## config.mk

```make
export PLATFORM = sky130hd
export DESIGN_NAME = quadrature_decoder
export DESIGN_NICKNAME = d
export VERILOG_FILES = /design/src/rtl/quadrature_decoder.sv
export SDC_FILE = /design/constraint.sdc
export NUM_CORES = 1
export LEC_CHECK = 0
export CAP_MARGIN = 20
export CELL_PAD_IN_SITES_DETAIL_PLACEMENT = 1
export CELL_PAD_IN_SITES_GLOBAL_PLACEMENT = 1
export CORE_MARGIN = 1
export CORE_UTILIZATION = 41
export CTS_CLUSTER_SIZE = 25
export DETAILED_ROUTE_END_ITERATION = 8
export MAX_ROUTING_LAYER = met4
export PLACE_DENSITY_LB_ADDON = 0.1
export SYNTH_ARGS = -nofsm -noshare
export SYNTH_HDL_FRONTEND = slang
export SYNTH_SLANG_ARGS = --single-unit
```

## constraint.sdc

```tcl
create_clock -name clock_in -period 3.09 [get_ports clock_in]
set_input_delay 0.4635 -clock clock_in [delete_from_list [all_inputs] [get_ports clock_in]]
set_output_delay 0.4635 -clock clock_in [all_outputs]
set_load 0.1 [all_outputs]
```

## src/rtl/quadrature_decoder.sv

```systemverilog
// Quadrature decoder: synchronises asynchronous A/B phases, decodes each Gray edge
// into a signed step and accumulates a wrapping position count with a sticky error flag.
module quadrature_decoder #(
  parameter int COUNT_WIDTH = 16
) (
  input  logic                   clock_in,
  input  logic                   reset,
  input  logic                   quad_a,
  input  logic                   quad_b,
  input  logic                   clear,
  output logic [COUNT_WIDTH-1:0] count_out,
  output logic                   direction,
  output logic                   step,
  output logic                   error
);

  typedef enum logic {
    S_FILL = 1'b0,
    S_RUN  = 1'b1
  } state_t;

  localparam logic signed [COUNT_WIDTH-1:0] C_ONE = {{(COUNT_WIDTH-1){1'b0}}, 1'b1};

  state_t r_state;
  state_t w_state_nxt;
  logic [1:0] r_fill_cnt;

  logic [1:0] r_ab_p0;
  logic [1:0] r_ab_p1;
  logic [1:0] r_ab_prev;

  logic w_fill_done;
  logic w_fwd;
  logic w_rev;
  logic w_illegal;

  logic signed [COUNT_WIDTH-1:0] r_count_p2;
  logic                          r_dir_p2;
  logic                          r_step_vld_p2;
  logic                          r_err_p2;

  function automatic logic signed [COUNT_WIDTH-1:0] f_wrap_step(
    input logic signed [COUNT_WIDTH-1:0] cnt,
    input logic                          fwd,
    input logic                          rev
  );
    logic signed [COUNT_WIDTH-1:0] res;
    res = cnt;
    if (fwd) begin
      res = cnt + C_ONE;
    end else if (rev) begin
      res = cnt - C_ONE;
    end
    return res;
  endfunction

  // Stage p0/p1: two-flop synchroniser, then the previous accepted sample
  always_ff @(posedge clock_in) begin
    if (reset) begin
      r_ab_p0   <= 2'b00;
      r_ab_p1   <= 2'b00;
      r_ab_prev <= 2'b00;
    end else begin
      r_ab_p0 <= {quad_a, quad_b};
      r_ab_p1 <= r_ab_p0;
      if ((r_state == S_RUN) || w_fill_done) begin
        r_ab_prev <= r_ab_p1;
      end
    end
  end

  assign w_fill_done = (r_state == S_FILL) && (r_fill_cnt == 2'd2);

  always_ff @(posedge clock_in) begin
    if (reset) begin
      r_state    <= S_FILL;
      r_fill_cnt <= 2'd0;
    end else begin
      r_state <= w_state_nxt;
      if ((r_state == S_FILL) && !w_fill_done) begin
        r_fill_cnt <= r_fill_cnt + 2'd1;
      end
    end
  end

  always_comb begin
    w_state_nxt = r_state;
    case (r_state)
      S_FILL:  if (w_fill_done) w_state_nxt = S_RUN;
      S_RUN:   w_state_nxt = S_RUN;
      default: w_state_nxt = S_FILL;
    endcase
  end

  // Edge classification on {prev, current}; only meaningful once the history is primed
  always_comb begin
    w_fwd     = 1'b0;
    w_rev     = 1'b0;
    w_illegal = 1'b0;
    if (r_state == S_RUN) begin
      case ({r_ab_prev, r_ab_p1})
        4'b00_10, 4'b10_11, 4'b11_01, 4'b01_00: w_fwd     = 1'b1;
        4'b00_01, 4'b01_11, 4'b11_10, 4'b10_00: w_rev     = 1'b1;
        4'b00_11, 4'b11_00, 4'b10_01, 4'b01_10: w_illegal = 1'b1;
        default: ;
      endcase
    end
  end

  // Stage p2: registered count, direction, step pulse and sticky error
  always_ff @(posedge clock_in) begin
    if (reset) begin
      r_count_p2    <= '0;
      r_dir_p2      <= 1'b0;
      r_step_vld_p2 <= 1'b0;
      r_err_p2      <= 1'b0;
    end else begin
      r_step_vld_p2 <= w_fwd | w_rev;
      if (w_fwd | w_rev) begin
        r_dir_p2 <= w_fwd;
      end
      if (clear) begin
        r_count_p2 <= '0;
        r_err_p2   <= 1'b0;
      end else begin
        r_count_p2 <= f_wrap_step(r_count_p2, w_fwd, w_rev);
        if (w_illegal) begin
          r_err_p2 <= 1'b1;
        end
      end
    end
  end

  assign count_out = r_count_p2;
  assign direction = r_dir_p2;
  assign step      = r_step_vld_p2;
  assign error     = r_err_p2;

endmodule
```

* Word-level counts from Yosys, hierarchy flattened *
Index checks and enable logic that the tools add are counted.

word-level totals
  register bits after elaboration = 28
  bits in latches = 0
  bits in writable memories = 0
  memory bits (read-only) = 0
  bits of input ports = 5
  output and inout bits = 19
  logic and storage cells = 46
  memories kept = 0

cells by class
  add/subtract/negate cells = 3
  $mul = 0
  divide/modulo/power cells = 0
  order comparisons = 0
  equal/unequal tests = 13
  shifts and indexed selects = 0
  muxes and demuxes = 10
  bitwise gates (word level) = 2
  reduce and logical (&&, ||, !) cells = 9

operators by type and width
  cell                   number
  $mux 16                2
  $eq 4x4->1 const B     6
  $add 16x2->16 const B  1
  $sub 16x2->16 const B  1
  $eq 4x3->1 const B     3
  $reduce_or 4->1        3
  $eq 4x2->1 const B     2
  $mux 1                 7
  $eq 4x1->1 const B     1
  $add 2x1->2 const B    1
  $eq 2x2->1 const B     1
  $logic_and 1x1->1      2
  $pmux 1 s2             1
  $reduce_bool 2->1      1
  $reduce_or 2->1        1
  $logic_not 1->1        1
  $logic_or 1x1->1       1
  $not 1->1              1
  $or 1x1->1             1

* Depth between registers and ports, before layout *
  depth in word-level cells = 6
  mapped depth = 11
  gate-level depth less buffers = 11

* Worst setup path after synthesis *
OpenSTA, ideal clock, no wires.

  path type = flip-flop to flip-flop
  start = register r_count_p2[0] (netlist: count_out[0])
  end = register r_count_p2[10] (netlist: count_out[10])
  setup time = 120 ps
  arrival = 2623 ps
  data required time = 2970 ps
  path slack = 347 ps
  stages on the path, launching flop included = 9
  buffers on the path = 0
  clock period less this slack = 2743 ps
  cell sequence = dfxtp_1 -> inv_1 -> fa_1 -> nor2b_4 -> o31a_1 -> o21ai_1 -> and2b_1 -> a2bb2oi_2 -> a211o_1

between the ends
  word-level cells in the longest chain between the ends = 3
  elaborated cells on any way between the ends = 4
  those cells by class = 2 x add/sub; 2 x mux

RTL lines
  element                 line  source
  start, declared         37    logic signed [COUNT_WIDTH-1:0] r_count_p2;
  start signal, assigned  126   r_count_p2 <= f_wrap_step(r_count_p2, w_fwd, w_rev);
  $sub 16x2->16           52    res = cnt - C_ONE;
  $mux 16                 51    end else if (rev) begin
  $mux 16 (*)             49    if (fwd) begin

Mark *: on every way between the ends. The rest lies on a longest branch, timed or not. The select of a mux whose other input is x is not followed.
A chain may end at the register's enable or synchronous reset.

* Worst setup path after layout *
  start = register r_ab_prev[0]
  end = register r_count_p2[10] (netlist: count_out[10])

between the ends
  word-level cells in the longest chain between the ends = 5
  elaborated cells on any way between the ends = 16
  those cells by class = 8 x eq/ne; 5 x mux; 3 x reduce/logical

RTL lines
  element                                              line  source
  start, declared                                      30    logic [1:0] r_ab_prev;
  start signal, assigned                               67    r_ab_prev <= r_ab_p1;
  $eq 4x2->1 (tied with other cells)                   101   case ({r_ab_prev, r_ab_p1})
  $reduce_or 4->1                                      101
  $mux 1                                               101
  $mux 1                                               100   if (r_state == S_RUN) begin
  $mux 16 / $reduce_bool 2->1 (equally long branches)  n/a

Parallel ways exist; a longest one is shown, timed or not.

==> flow_metrics.env <==
export IMPL_overflow=0
export IMPL_clk_latency_ps=280
export IMPL_detail_route_wl_per_cell_um=16.13
export IMPL_path_delay_family="compound AO/OA/AOI/OAI gates"
export IMPL_run_status="completed"
export IMPL_grt_pass1_wl_um=7893
export IMPL_drt_wl_total_um=4517
export IMPL_fin_crit_ps=2803
export IMPL_worst_slack_ps=286.7
export IMPL_cts_hold_buf=0
export IMPL_n_antenna_cell=0
export IMPL_cts_sinks=28
export IMPL_stdcell_area_um2=2072
export IMPL_critPathMaxFanout=11
export IMPL_rr_startpoint="r_ab_prev[0]"
export IMPL_place_ws_ps=320.1
export IMPL_root_buffer="clkbuf_8"
export IMPL_fin_crit_sh_pct=90.72
export IMPL_initial_utilization_pct=43.82
export IMPL_portBuffers=23
export IMPL_comb_power_share_pct=36.4
export IMPL_leakage_nw=0.9059
export IMPL_setup_tns_ps=0
export IMPL_dr_pass1_iters=4
export IMPL_antenna_found_initial=0
export IMPL_clock_path_buffers=2
export IMPL_layout_drive_gt1_share_pct=16.96
export IMPL_syn_to_final_growth_pct=15.72
export IMPL_cts_htree_levels=1
export IMPL_hp_start="r_ab_p0[0]"
export IMPL_max_slew_margin_pct=52.96
export IMPL_slowest_delay_ps=430
export IMPL_finalNonFillerCells=280
export IMPL_p_int_mw=0.7192
export IMPL_core_area_um2=4086
export IMPL_tightest_slew_ps=704.0
export IMPL_cap_violations=0
export IMPL_cts_reportedPaths_clkPinSlew_ps=110
export IMPL_fmaxAchievable_mhz=356.7
export IMPL_grt_pass1_vias=1718
export IMPL_vias=1615
export IMPL_critical_path_buf_inv_count=0
export IMPL_drt_iter0_drc=66
export IMPL_synth_cell_type_count=54
export IMPL_dieHeight_um=68.09
export IMPL_p_clk_share_pct=26.7
export IMPL_ant_nets=0
export IMPL_hold_path_class="flip-flop to flip-flop"
export IMPL_critPathKind="flip-flop to flip-flop"
export IMPL_cts_buffers=3
export IMPL_synthesis_area_um2=1790
export IMPL_rsz0062_at_grt="false"
export IMPL_syn_instance_count=209
export IMPL_placed_area_um2=2001
export IMPL_dp_cells=276
export IMPL_setup_viol=0
export IMPL_critPathCaptureType="flip-flop"
export IMPL_drc=0
export IMPL_cp_arrival_ps=2990
export IMPL_row_count=23
export IMPL_synth_warnings=0
export IMPL_cts_tree="yes"
export IMPL_p_sw_share_pct=36.30
export IMPL_synth_top_area_share_pct=31.31
export IMPL_ios=24
export IMPL_fin_nets=252
export IMPL_hold_viol=0
export IMPL_dieArea_um2=4636
export IMPL_gp_congestion=0.8791
export IMPL_cp_slowest_cell="ha_1"
export IMPL_syn_avg_cell_area_um2=8.567
export IMPL_seq_power_share_pct=37.0
export IMPL_synth_top_area_cell="dfxtp_1"
export IMPL_grt_max_degree=27
export IMPL_track_usage_pct=23.30
export IMPL_power_density_nw_per_um2=544.9
export IMPL_switching_power_mw=0.4099
export IMPL_fillers=493
export IMPL_drv_slew=0
export IMPL_dp_hpwl_um=3369
export IMPL_post_cts_buffers=0
export IMPL_netlist_top_cells_area="dfxtp_1 31%, ha_1 10%, nand2_1 5.2%"
export IMPL_startpoint_type="flip-flop"
export IMPL_ys_ff_latch=28
export IMPL_peakVddDrop_mv=0.2256
export IMPL_critPathLaunch="r_ab_prev[0]"
export IMPL_dieWidth_um=68.09
export IMPL_ys_seq_area_share_pct=31.31
export IMPL_synth_fp_nets=230
export IMPL_finClkSkew_ps=4.694
export IMPL_routed_via_density=5.768
export IMPL_path_cells="xor2_1, nand3_2, ha_1, nor2b_4, o31a_1, o21ai_1, and2b_1, a2bb2oi_2, nor4_1, a211o_1"
export IMPL_ctsResizeCount=0
export IMPL_required_ps=3270
[worst reg2reg max path: stages (launching register included)]
cell and delay [ps]:
dfxtp_1 410, xor2_1 240, nand3_2 300, ha_1 430
nor2b_4 150, o31a_1 290, o21ai_1 180, and2b_1 200
a2bb2oi_2 160, nor4_1 60, a211o_1 290
[per-stage QoR]
stage	util [%]	total power [mW]	hold WS, ps
final	50.70	1.129	465.2
after detailed placement	48.96	0.8398	452.4
after CTS	50.70	1.150	468.5
after global placement	48.96	0.8241	442.3
after floorplan	-	0.7619	413.8
after global routing	50.70	1.211	486.4
[worst paths after layout]
check,depth (start not counted),end,slack [ps]
worst max-delay path,10,count_out[10],290
worst min-delay path,1,r_ab_p1[0],470
worst max register to register,10,count_out[10],290
worst min register to register,1,r_ab_p1[0],470
[power groups by stage]
stage	Combinational [mW]	Sequential, mW	Clock (mW)
final	0.410	0.418	0.301
after global placement	0.400	0.424	0
after floorplan	0.286	0.476	0
after global routing	0.460	0.422	0.329
after detailed placement	0.413	0.427	0
after CTS	0.415	0.418	0.316
[area by class of cell]
type	count	area (um^2)	area share, %
Timing Repair Buffer	24	190.2	9.179
Tap cell	50	62.56	3.019
Clock inverter	1	30.03	1.449
Sequential cell	28	560.5	27.05
Clock buffer	3	41.29	1.993
Multi-Input combinational cell	167	1160	55.98
Inverter	7	27.53	1.329
[per-layer routing]
metal | vias to the layer above | global-route usage [%] | routed length, um
met3 | 8 | 4.167 | 105
met5 | - | - | 0
li1 | 797 | - | -
met2 | 25 | 41.30 | 2392
met4 | 0 | 8.333 | 67
met1 | 785 | 25.86 | 1952
[logic make-up (layout without fill, tap and decap cells)]
group	count (synthesis)	after routing	synth area share (%)
AND/OR/NAND/NOR	82	82	24.32
AO/OA/AOI/OAI	57	57	22.57
flip-flops	28	28	31.31
adder cells (fa/ha/maj)	16	16	11.60
buffers and inverters	14	35	3.912
XOR/XNOR	10	10	4.892
multiplexers	2	2	1.397
[cell usage in the layout, fill, tap and decap left out, types with 4 or more instances in the layout]
cell type,n
nor3_1,5
nand2_1,25
buf_4,20
o21ai_0,6
nand3_1,6
a21oi_1,17
a21o_1,4
dfxtp_1,28
a211oi_1,4
inv_1,6
clkdlybuf4s50_1,4
xnor2_1,7
nor2_1,17
nor2b_1,6
nor4b_1,4
o21ai_1,6
ha_1,15
[sequential cells by signal, indices dropped and copies added (netlist names)]
| register | flops |
|---|---|
| r_ab_p0 | 2 |
| step | 1 |
| direction | 1 |
| error | 1 |
| r_ab_prev | 2 |
| count_out | 16 |
| r_state | 1 |
| r_ab_p1 | 2 |
| r_fill_cnt | 2 |
[synth_stat cells, drive strengths merged]
cell type / number
and4: 1
clkbuf: 3
or4: 1
a221oi: 1
nand2b: 1
ha: 15
and2: 1
a2bb2oi: 1
nand4b: 1
a21oi: 20
fa: 1
o31a: 1
o211ai: 2
nand3: 7
a211o: 1
nor4b: 5
clkinv: 1
inv: 6
o21ai: 12
nor3: 6
a211oi: 5
a21o: 4
o41ai: 1
nor4: 1
nor2: 17
and3: 2
a31o: 1
buf: 4
nand2: 25
nor2b: 7
xnor2: 7
o21a: 2
o21bai: 1
or3: 3
o31ai: 1
and2b: 1
a31oi: 3
nand4: 2
o22ai: 1
mux2i: 1
mux2: 1
dfxtp: 28
or2: 1
xor2: 3
(Power assumes the default switching activity.)
